### config.mk
export PLATFORM = sky130hd
export DESIGN_NAME = ifetch_ctrl
export DESIGN_NICKNAME = d
export VERILOG_FILES = /design/src/rtl/ifetch_ctrl.sv
export SDC_FILE = /design/constraint.sdc
export NUM_CORES = 1
export LEC_CHECK = 0
export CAP_MARGIN = 20
export CORE_MARGIN = 2
export CORE_UTILIZATION = 40
export CTS_BUF_LIST = sky130_fd_sc_hd__clkbuf_2 sky130_fd_sc_hd__clkbuf_4 sky130_fd_sc_hd__clkbuf_8
export DETAILED_ROUTE_END_ITERATION = 8
export SYNTH_ARGS = -nofsm -noshare
export SYNTH_HDL_FRONTEND = slang
export SYNTH_SLANG_ARGS = --single-unit
### constraint.sdc
create_clock -name clk -period 3 [get_ports clk]
set_input_delay 0.75 -clock clk [delete_from_list [all_inputs] [get_ports clk]]
set_output_delay 0.75 -clock clk [all_outputs]
set_load 0.02 [all_outputs]
### src/rtl/ifetch_ctrl.sv
// Purpose : IF-stage fetch sequencer for a variable-latency IMEM (req/ready handshake).
// Latency : outputs are combinational from state and inputs; state and counters update on posedge clk.
// Backpres: hazard_stall parks an accepted response in HOLD; redirect overrides the stall and squashes stale responses.
//
// Ports:
//   clk, rst                  clock and synchronous active-high reset
//   hazard_stall              decode cannot accept an instruction this cycle
//   redirect                  branch/jump resolved; the PC mux already selects the target
//   imem_ready                IMEM response valid for the outstanding request
//   imem_req                  request outstanding; IMEM samples the PC on its first cycle
//   pc_en / stall_pc          PC load strobe and its complement
//   ifid_valid                IF/ID captures the instruction
//   flush_decode              clear IF/ID, one pulse per accepted redirect
//   timeout_err               sticky; a request waited TIMEOUT cycles
//   fetch_count, stall_count  performance counters, present only with IFETCH_PERF_EN
//
// Optional feature macro: IFETCH_PERF_EN
module ifetch_ctrl #(
  parameter int TIMEOUT = 255,
  parameter int TCW     = 8
) (
  input  logic        clk,
  input  logic        rst,
  input  logic        hazard_stall,
  input  logic        redirect,
  input  logic        imem_ready,
  output logic        imem_req,
  output logic        stall_pc,
  output logic        pc_en,
  output logic        ifid_valid,
  output logic        flush_decode,
  output logic        timeout_err
`ifdef IFETCH_PERF_EN
  ,
  output logic [31:0] fetch_count,
  output logic [31:0] stall_count
`endif
);

  typedef enum logic [1:0] {
    IDLE   = 2'd0,
    REQ    = 2'd1,
    HOLD   = 2'd2,
    SQUASH = 2'd3
  } state_t;

  localparam logic [TCW-1:0] TMO    = TCW'(TIMEOUT);
  localparam logic [TCW-1:0] TMO_M1 = TCW'(TIMEOUT - 1);

  state_t         state_q;
  state_t         state_d;
  logic [TCW-1:0] tcnt_q;
  logic           err_q;
  logic           waiting;
  logic           entering;

  always_comb begin
    state_d      = state_q;
    imem_req     = 1'b0;
    pc_en        = 1'b0;
    ifid_valid   = 1'b0;
    flush_decode = 1'b0;
    // While rst is high, outputs are forced to their idle values so that
    // nothing leaks out of an in-flight request being abandoned.
    if (!rst) begin
      unique case (state_q)
        IDLE: state_d = REQ;
        REQ: begin
          imem_req = 1'b1;
          if (redirect) begin
            flush_decode = 1'b1;
            pc_en        = 1'b1;
            // Without a ready, IMEM still holds the old address, so the
            // response that eventually arrives must be thrown away.
            state_d      = imem_ready ? REQ : SQUASH;
          end else if (imem_ready && !hazard_stall) begin
            ifid_valid = 1'b1;
            pc_en      = 1'b1;
          end else if (imem_ready) begin
            state_d = HOLD;
          end
        end
        HOLD: begin
          if (redirect) begin
            flush_decode = 1'b1;
            pc_en        = 1'b1;
            state_d      = REQ;
          end else if (!hazard_stall) begin
            ifid_valid = 1'b1;
            pc_en      = 1'b1;
            state_d    = REQ;
          end
        end
        SQUASH: begin
          imem_req = 1'b1;
          if (redirect) begin
            flush_decode = 1'b1;
            pc_en        = 1'b1;
          end
          if (imem_ready) state_d = REQ;
        end
        default: state_d = IDLE;
      endcase
    end
    stall_pc = ~pc_en;
  end

  // A request is still waiting when a request state sees no ready.
  assign waiting  = !rst && (state_q == REQ || state_q == SQUASH) && !imem_ready;
  // Entering REQ or SQUASH from another state starts a fresh wait window.
  assign entering = (state_d == REQ || state_d == SQUASH) && (state_d != state_q);

  always_ff @(posedge clk) begin
    if (rst) begin
      state_q <= IDLE;
      tcnt_q  <= '0;
      err_q   <= 1'b0;
    end else begin
      state_q <= state_d;
      if (imem_ready || entering) begin
        tcnt_q <= '0;
      end else if (waiting && tcnt_q != TMO) begin
        tcnt_q <= tcnt_q + 1'b1;
      end
      // Set on the same edge the counter arrives at TIMEOUT.
      if (waiting && !entering && tcnt_q == TMO_M1) begin
        err_q <= 1'b1;
      end
    end
  end

  assign timeout_err = err_q;

`ifdef IFETCH_PERF_EN
  always_ff @(posedge clk) begin
    if (rst) begin
      fetch_count <= '0;
      stall_count <= '0;
    end else begin
      fetch_count <= fetch_count + 32'(ifid_valid);
      if (stall_pc && state_q != IDLE) begin
        stall_count <= stall_count + 32'd1;
      end
    end
  end
`endif

endmodule

==> impl_metrics.ini, run 1 <==
[worst_hold_path]
hold_path.class = flip-flop to flip-flop

[drt]
drtAntennaViolNets = 0
drc_errors = 0
drt_iter0_markers = 10
wl_um = 1550
avgRoutedWirePerCell_um = 11.3
num_vias = 698
viasPerCell = 5.06
first_pass_iters = 4

[critical_path]
crit_path_max_incr_delay_ps = 600
path_class = input port to output port
crit_chain = clkdlybuf4s50_1 -> inv_2 -> o211ai_1 -> nand2_1 -> nand2_1 -> clkdlybuf4s50_1
critPathLaunchType = input port
worstPathMaxFanout = 2
endpoint_kind = output port
arrival_ps = 2140
cp.required_ps = 2250
crit_path_top_delay_cell = clkdlybuf4s50_1

[job]
cap_violations = 0

[global_route]
antenna_found_initial = 0
grt_pass1_wl_um = 2610
grt_use_total_pct = 14.1
grt_pass1_vias = 617
grt_overflow = 0
grt_max_degree = 9

[sta]
relSlewSlack_pct = 83.9
hold_viol_final = 0
rsz0062_at_grt = false
setup_viol = 0
fmax_mhz = 346
setup_tns_ps = 0
finalCriticalPeriod_ps = 2890
tightest_slew_ps = 241
slew_viol_final = 0
period_share_pct = 96.4
clock_skew_ps = 2.61

[power]
pwr_density_cell_nw_per_um2 = 334
ir_drop_uv = 198
leakage_nw = 0.393

[synthesis]
synth-seq-cells = 11
yosysMostFrequentCell = nor2_1
ys_types = 37
synth_area_um2 = 813
ys.flop_type = dfxtp_1
avgSynthCellArea_um2 = 8.65
syn_nets = 106
yosysTopAreaCellShare_pct = 27.1
yosys-top-cells-count = nor2_1, dfxtp_1, ha_1, nand2_1, inv_1
synth_top_area_cell = dfxtp_1
yosys_warnings = 0
syn_inst = 94
ys_seq_area_share_pct = 27.1
synthTopCellsByArea = dfxtp_1, ha_1, nor2_1
synth_edf_count = 0
async_flop_share_pct = 0

[clocking]
clockRootBuffer = clkbuf_4
worstSkewPairLatency_ps = 270
path_clk_slew_ps = 70
htree_levels = 1
clockBufferDepth = 2
tritoncts = built
cts_sinks = 11
cts_buffers = 3

[placed_design]
io_buffers = 10
routabilityCongestion = 0.783
dp_hpwl_um = 1210
place_inst = 134

[finish]
area_delta_synth_final_pct = 22.6
antenna_cells = 0
nFillCells = 195
drive_gt1_share_pct = 18.9
final_cells = 138
finalCoreUtilization_pct = 51.4
final_nets = 124

[die]
die_h_um = 49.1
rows = 16
coreArea_um2 = 1940
start_util_pct = 41.9
dieArea_um2 = 2410
io_pins = 11
die_width_um = 49.1

[status]
status = completed
==> kinds of logic (layout without fill, tap and decap cells) <==
| family | after synthesis | in the layout | share of synthesized area [%] |
|---|---|---|---|
| adder cells (fa/ha/maj) | 7 | 7 | 10.8 |
| XOR/XNOR | 7 | 7 | 7.54 |
| flip-flops | 11 | 11 | 27.1 |
| AO/OA/AOI/OAI | 17 | 17 | 19.1 |
| buffers and inverters | 9 | 26 | 6.15 |
| AND/OR/NAND/NOR | 43 | 43 | 29.4 |
==> through the flow <==
step / area [um2] / worst slack, ps / hold WS, ps / total power [mW]
6_report: 997 / 109 / 481 / 0.333
5_1_grt: 997 / 11.2 / 499 / 0.354
2_1_floorplan: 813 / 600 / 485 / 0.204
4_1_cts: 995 / 15.0 / 492 / 0.340
3_3_place_gp: 965 / 17.4 / 466 / 0.228
3_5_place_dp: 965 / 22.4 / 473 / 0.228
==> power breakdown <==
part	internal, mW	leakage [nW]	switching [mW]	total, mW
Sequential	0.148	0.0890	0.00300	0.151
Clock	0.0606	0.0184	0.0482	0.109
Combinational	0.0341	0.286	0.0395	0.0736
==> flip-flops by register name (all words and copies together) (netlist names) <==
register	flops
timeout_err	1
tcnt_q	8
state_q	2
==> critical path, delay by kind of cell <==
family                 cells  cell delay (ps)
buffers and inverters      3             1130
AND/OR/NAND/NOR            2              150
AO/OA/AOI/OAI              1              100
==> cell type report <==
cell class              instances  area (um2)  share of cell area (%)
repair buffers                 16         148                    14.8
flip-flops and latches         11         220                    22.1
clock buffers                   4        30.0                    3.01
multi-input cells              74         543                    54.5
well taps                      27        33.8                    3.39
inverters                       6        22.5                    2.26
==> path summary, 6_finish.rpt <==
path,startpoint,endpoint,slack [ps],cells after the start
worst max-delay path,hazard_stall,stall_pc,110,6
worst min register to register,timeout_err,timeout_err,480,2
worst min-delay path,timeout_err,timeout_err,480,2
worst max register to register,state_q[0],timeout_err,1260,7
==> routing by layer <==
metal / routed length, um / global-route usage, % / vias to the layer above
met5: 0 / 0 / -
met4: 0 / 4.29 / 0
met3: 99 / 6.44 / 0
met2: 640 / 20.5 / 20
met1: 814 / 18.4 / 315
li1: - / - / 363
==> placed cells by master, fill, tap and decap left out, types with 3 or more instances in the layout <==
| cell | count |
|---|---|
| nor2_1 | 17 |
| dfxtp_1 | 11 |
| clkdlybuf4s50_1 | 9 |
| nand2_1 | 7 |
| ha_1 | 7 |
| buf_4 | 6 |
| inv_1 | 5 |
| xor2_1 | 4 |
| clkbuf_4 | 4 |
| or2_1 | 3 |
| nand4_1 | 3 |
| xnor2_1 | 3 |
==> timing repair <==
item | in CTS | in global routing
endpoints found under the hold margin | 0 | 0
endpoints found under the setup margin | 0 | 1
hold buffers | 0 | 0
setup buffers | 0 | 0
resized for setup | 0 | 1
Power figures use the tool's default switching activity.
==> inputs of run 2 (changes only) <==
--- a/config.mk
+++ b/config.mk
@@ -10,6 +10,7 @@
 export CORE_UTILIZATION = 40
 export CTS_BUF_LIST = sky130_fd_sc_hd__clkbuf_2 sky130_fd_sc_hd__clkbuf_4 sky130_fd_sc_hd__clkbuf_8
 export DETAILED_ROUTE_END_ITERATION = 8
+export PLACE_DENSITY_LB_ADDON = 0.25
 export SYNTH_ARGS = -nofsm -noshare
 export SYNTH_HDL_FRONTEND = slang
 export SYNTH_SLANG_ARGS = --single-unit
==> impl_metrics.ini, run 2 (synthesis results as in run 1) <==
[placed_design]
io_buffers = 10
routabilityCongestion = 0.774
dp_hpwl_um = 1230

[worst_hold_path]
hold_path.class = flip-flop to flip-flop

[die]
start_util_pct = 41.9
die_width_um = 49.1
io_pins = 11
dieArea_um2 = 2410
rows = 16
coreArea_um2 = 1940
die_h_um = 49.1

[global_route]
grt_use_met3_pct = 7.36
top_usage_layer = met2
grt_use_total_pct = 14.5
antenna_found_initial = 0
grtUsageMet2_pct = 24.8
grt_pass1_wl_um = 2730
grt_max_degree = 9
use_met1_pct = 16.2
grt_overflow = 0
grt_pass1_vias = 677

[finish]
drive_gt1_share_pct = 18.9
nFillCells = 205
largest_register_ff_count = 8
final_common_cell = nor2_1
largest_register = tcnt_q
area_delta_synth_final_pct = 22.5
final_nets = 124
antenna_cells = 0
layout_common_cells = nor2_1, dfxtp_1, clkdlybuf4s50_1

[sta]
slew_viol_final = 0
rsz0062_at_grt = false
relSlewSlack_pct = 81.9
setup_tns_ps = 0
period_share_pct = 96.3
fmax_mhz = 346
finalCriticalPeriod_ps = 2890
clock_skew_ps = 2.95
tightest_slew_ps = 272
setup_viol = 0
hold_viol_final = 0

[clocking]
cts_sinks = 11
holdBufCountCts = 0
worstSkewPairLatency_ps = 270
clockRootBuffer = clkbuf_4
path_clk_slew_ps = 70
cts_buffers = 3
htree_levels = 1
tritoncts = built
clockBufferDepth = 2

[critical_path]
cp_top_family = buffers and inverters
arrival_ps = 2140
crit_chain = clkdlybuf4s50_1 -> o211ai_1 -> nand2_1 -> nand2_1 -> clkdlybuf4s50_1
crit_path_max_incr_delay_ps = 600
cp.required_ps = 2250
critPathLaunchType = input port
endpoint_kind = output port
path_class = input port to output port
critPathBufInv = 2
crit_path_top_delay_cell = clkdlybuf4s50_1
worstPathMaxFanout = 2

[power]
pwr_density_cell_nw_per_um2 = 336
leakage_nw = 0.398
power_mw = 0.335
ir_drop_uv = 179

[drt]
num_vias = 687
first_pass_iters = 4
drt_iter0_markers = 4
wl_um = 1580
drc_errors = 0
drtAntennaViolNets = 0
avgRoutedWirePerCell_um = 11.4
viasPerCell = 4.98

[status]
status = completed

[job]
cap_violations = 0
-- run 2: changes by cell type in the layout (fill, tap and decap cells not counted), sizes merged --
cell,before,now
clkdlybuf4s50,9,8
dlygate4sd2,0,1
-- run 2: timing repair --
item,4_1_cts,5_1_grt
setup buffers,0,0
pin swaps,0,0
endpoints found under the setup margin,1,1
resized for setup,1,1
-- run 2: final timing paths --
kind	start	to	slack (ps)	cells after the start
max	imem_ready	stall_pc	110	5
max reg2reg	state_q[0]	timeout_err	1200	7
min	timeout_err	timeout_err	480	2
min reg2reg	timeout_err	timeout_err	480	2
-- run 2: tightest hold or removal path, cell delays in order, from the launching register on --
cell      delay (ps)
dfxtp_1          330
nand2b_1          70
o31ai_2           50
-- run 2: cell type report --
type	instances	area (um2)	area share, %
multi-input cells	74	543	54.5
repair buffers	16	146	14.7
flip-flops and latches	11	220	22.1
inverters	6	22.5	2.26
clock buffers	4	30.0	3.02
well taps	27	33.8	3.39
-- run 2: metal layers --
metal	up-vias	part of all wire (%)
li1	363	-
met1	309	50
met2	13	44
met3	2	5.0
met4	0	0.89
met5	-	0
-- run 2: power breakdown --
part | switching (mW) | internal (mW)
registers | 0.00321 | 0.148
logic | 0.0405 | 0.0339
clock network | 0.0486 | 0.0606
total | 0.0923 | 0.243
-- run 2: stage by stage --
stage,instance area (um2),worst slack [ps],util (%),instances,hold slack [ps]
after floorplan,813,600,-,94,485
after global placement,965,16.8,49.7,134,463
after detailed placement,965,8.52,49.7,134,465
after CTS,993,78.0,51.2,138,482
after global routing,996,5.55,51.3,138,514
final,996,111,51.3,138,480
==> inputs of run 3 (changes only) <==
--- a/config.mk
+++ b/config.mk
@@ -6,6 +6,7 @@
 export NUM_CORES = 1
 export LEC_CHECK = 0
 export CAP_MARGIN = 20
+export CORE_ASPECT_RATIO = 0.75
 export CORE_MARGIN = 2
 export CORE_UTILIZATION = 40
 export CTS_BUF_LIST = sky130_fd_sc_hd__clkbuf_2 sky130_fd_sc_hd__clkbuf_4 sky130_fd_sc_hd__clkbuf_8
==> impl_metrics.ini, run 3 (synthesis results as in run 1) <==
[status]
status = completed

[finish]
drive_gt1_share_pct = 18.2
layout_common_cells = nor2_1, dfxtp_1, nand2_1, ha_1, clkdlybuf4s50_1
antenna_cells = 0
final_nets = 123
largest_register_ff_count = 8
multiInputGateArea_um2 = 543
seq_area_um2 = 220
final_common_cell = nor2_1
largest_register = tcnt_q
final_cell_area_um2 = 987
area_delta_synth_final_pct = 21.4
nFillCells = 188

[clocking]
path_clk_slew_ps = 70
clockRootBuffer = clkbuf_4
clockBufferDepth = 2
tritoncts = built
cts_setup_buffers = 0
worstSkewPairLatency_ps = 270
htree_levels = 1
cts_sinks = 11
cts_buffers = 3

[drt]
wl_um = 1640
avgRoutedWirePerCell_um = 12.2
first_pass_iters = 4
drt_iter0_markers = 14
drc_errors = 0
num_vias = 684
viasPerCell = 5.10
drtAntennaViolNets = 0

[power]
pwr_density_cell_nw_per_um2 = 338
ir_drop_uv = 247
leakage_nw = 0.393

[die]
coreArea_um2 = 1960
die_width_um = 56.1
start_util_pct = 41.5
dieArea_um2 = 2410
rows = 14
die_h_um = 43.1
io_pins = 11

[critical_path]
r2r_cells = 7
endpoint_kind = output port
arrival_ps = 2100
endpoint = flush_decode
path_class = input port to output port
reg2reg_from = state_q[0]
crit_path_top_delay_cell = clkdlybuf4s50_1
critPathLaunchType = input port
cp.required_ps = 2250
crit_path_max_incr_delay_ps = 590
r2r_end = tcnt_q[1]
worstPathMaxFanout = 3
crit_chain = clkdlybuf4s50_1 -> nor2_1 -> and2_1 -> clkdlybuf4s50_1
critical_path.startpoint = rst
r2r_slack_ps = 1200
cpMostUsedCell = clkdlybuf4s50_1

[placed_design]
io_buffers = 10
place_area_um2 = 953
routabilityCongestion = 0.812
dp_hpwl_um = 1250

[sta]
rsz0062_at_grt = false
setup_tns_ps = 0
clock_skew_ps = 2.75
slew_viol_final = 0
finalCriticalPeriod_ps = 2850
relSlewSlack_pct = 83.7
tightest_slew_ps = 244
hold_viol_final = 0
setup_viol = 0
fmax_mhz = 351
period_share_pct = 95.1

[worst_hold_path]
hold_path.class = flip-flop to flip-flop

[global_route]
antenna_found_initial = 0
grt_use_total_pct = 15.6
grt_overflow = 0
grt_pass1_vias = 633
grt_pass1_wl_um = 2900
grt_max_degree = 9

[job]
cap_violations = 0
==> run 3: worst min-delay path by stage <==
| stage | startpoint | to | slack (ps) | cells after the start |
|---|---|---|---|---|
| floorplan | tcnt_q[7] | tcnt_q[7] | 480 | 2 |
| global placement | timeout_err | timeout_err | 460 | 2 |
| detailed placement | timeout_err | timeout_err | 460 | 2 |
| CTS | timeout_err | timeout_err | 480 | 2 |
| global route | timeout_err | timeout_err | 490 | 2 |
| finish | timeout_err | timeout_err | 470 | 2 |
==> run 3: what timing repair did <==
item / CTS / global route
endpoints found under the setup margin: 1 / 2
gates resized for setup: 1 / 2
hold buffers: 0 / 0
cloned: 0 / 0
==> run 3: final cells by class <==
class                      count  share of cell area (%)
clock buffer                   4                    3.04
sequential                    11                    22.3
tap                           24                    3.04
multi-input combinational     74                    55.0
timing repair buffer          15                    14.3
inverter                       6                    2.28
==> run 3: critical path: cells and delay by family <==
kind,cells,cell delay [ps]
simple gates,2,300
buf+inv,2,1040
==> run 3: per-stage QoR <==
step / total power [mW] / util [%] / worst slack [ps] / hold slack, ps / cells
after floorplan: 0.204 / - / 600 / 485 / 94
after global placement: 0.227 / 48.6 / 33.9 / 464 / 130
after detailed placement: 0.228 / 48.6 / 0.215 / 465 / 130
after CTS: 0.338 / 50.1 / 74.5 / 482 / 134
after global routing: 0.353 / 50.3 / 37.5 / 494 / 134
final: 0.333 / 50.3 / 148 / 474 / 134
==> run 3: routing by layer <==
metal,GRT usage [%],vias to the layer above,routed length [um]
li1,-,362,-
met5,0,-,0
met4,4.29,0,13
met3,6.40,2,77
met1,22.7,306,883
met2,20.9,14,661
==> run 3: power by group <==
| part | switching (mW) | internal [mW] |
|---|---|---|
| clock | 0.0482 | 0.0605 |
| combinational | 0.0402 | 0.0330 |
| sequential | 0.00332 | 0.148 |
| total | 0.0918 | 0.241 |
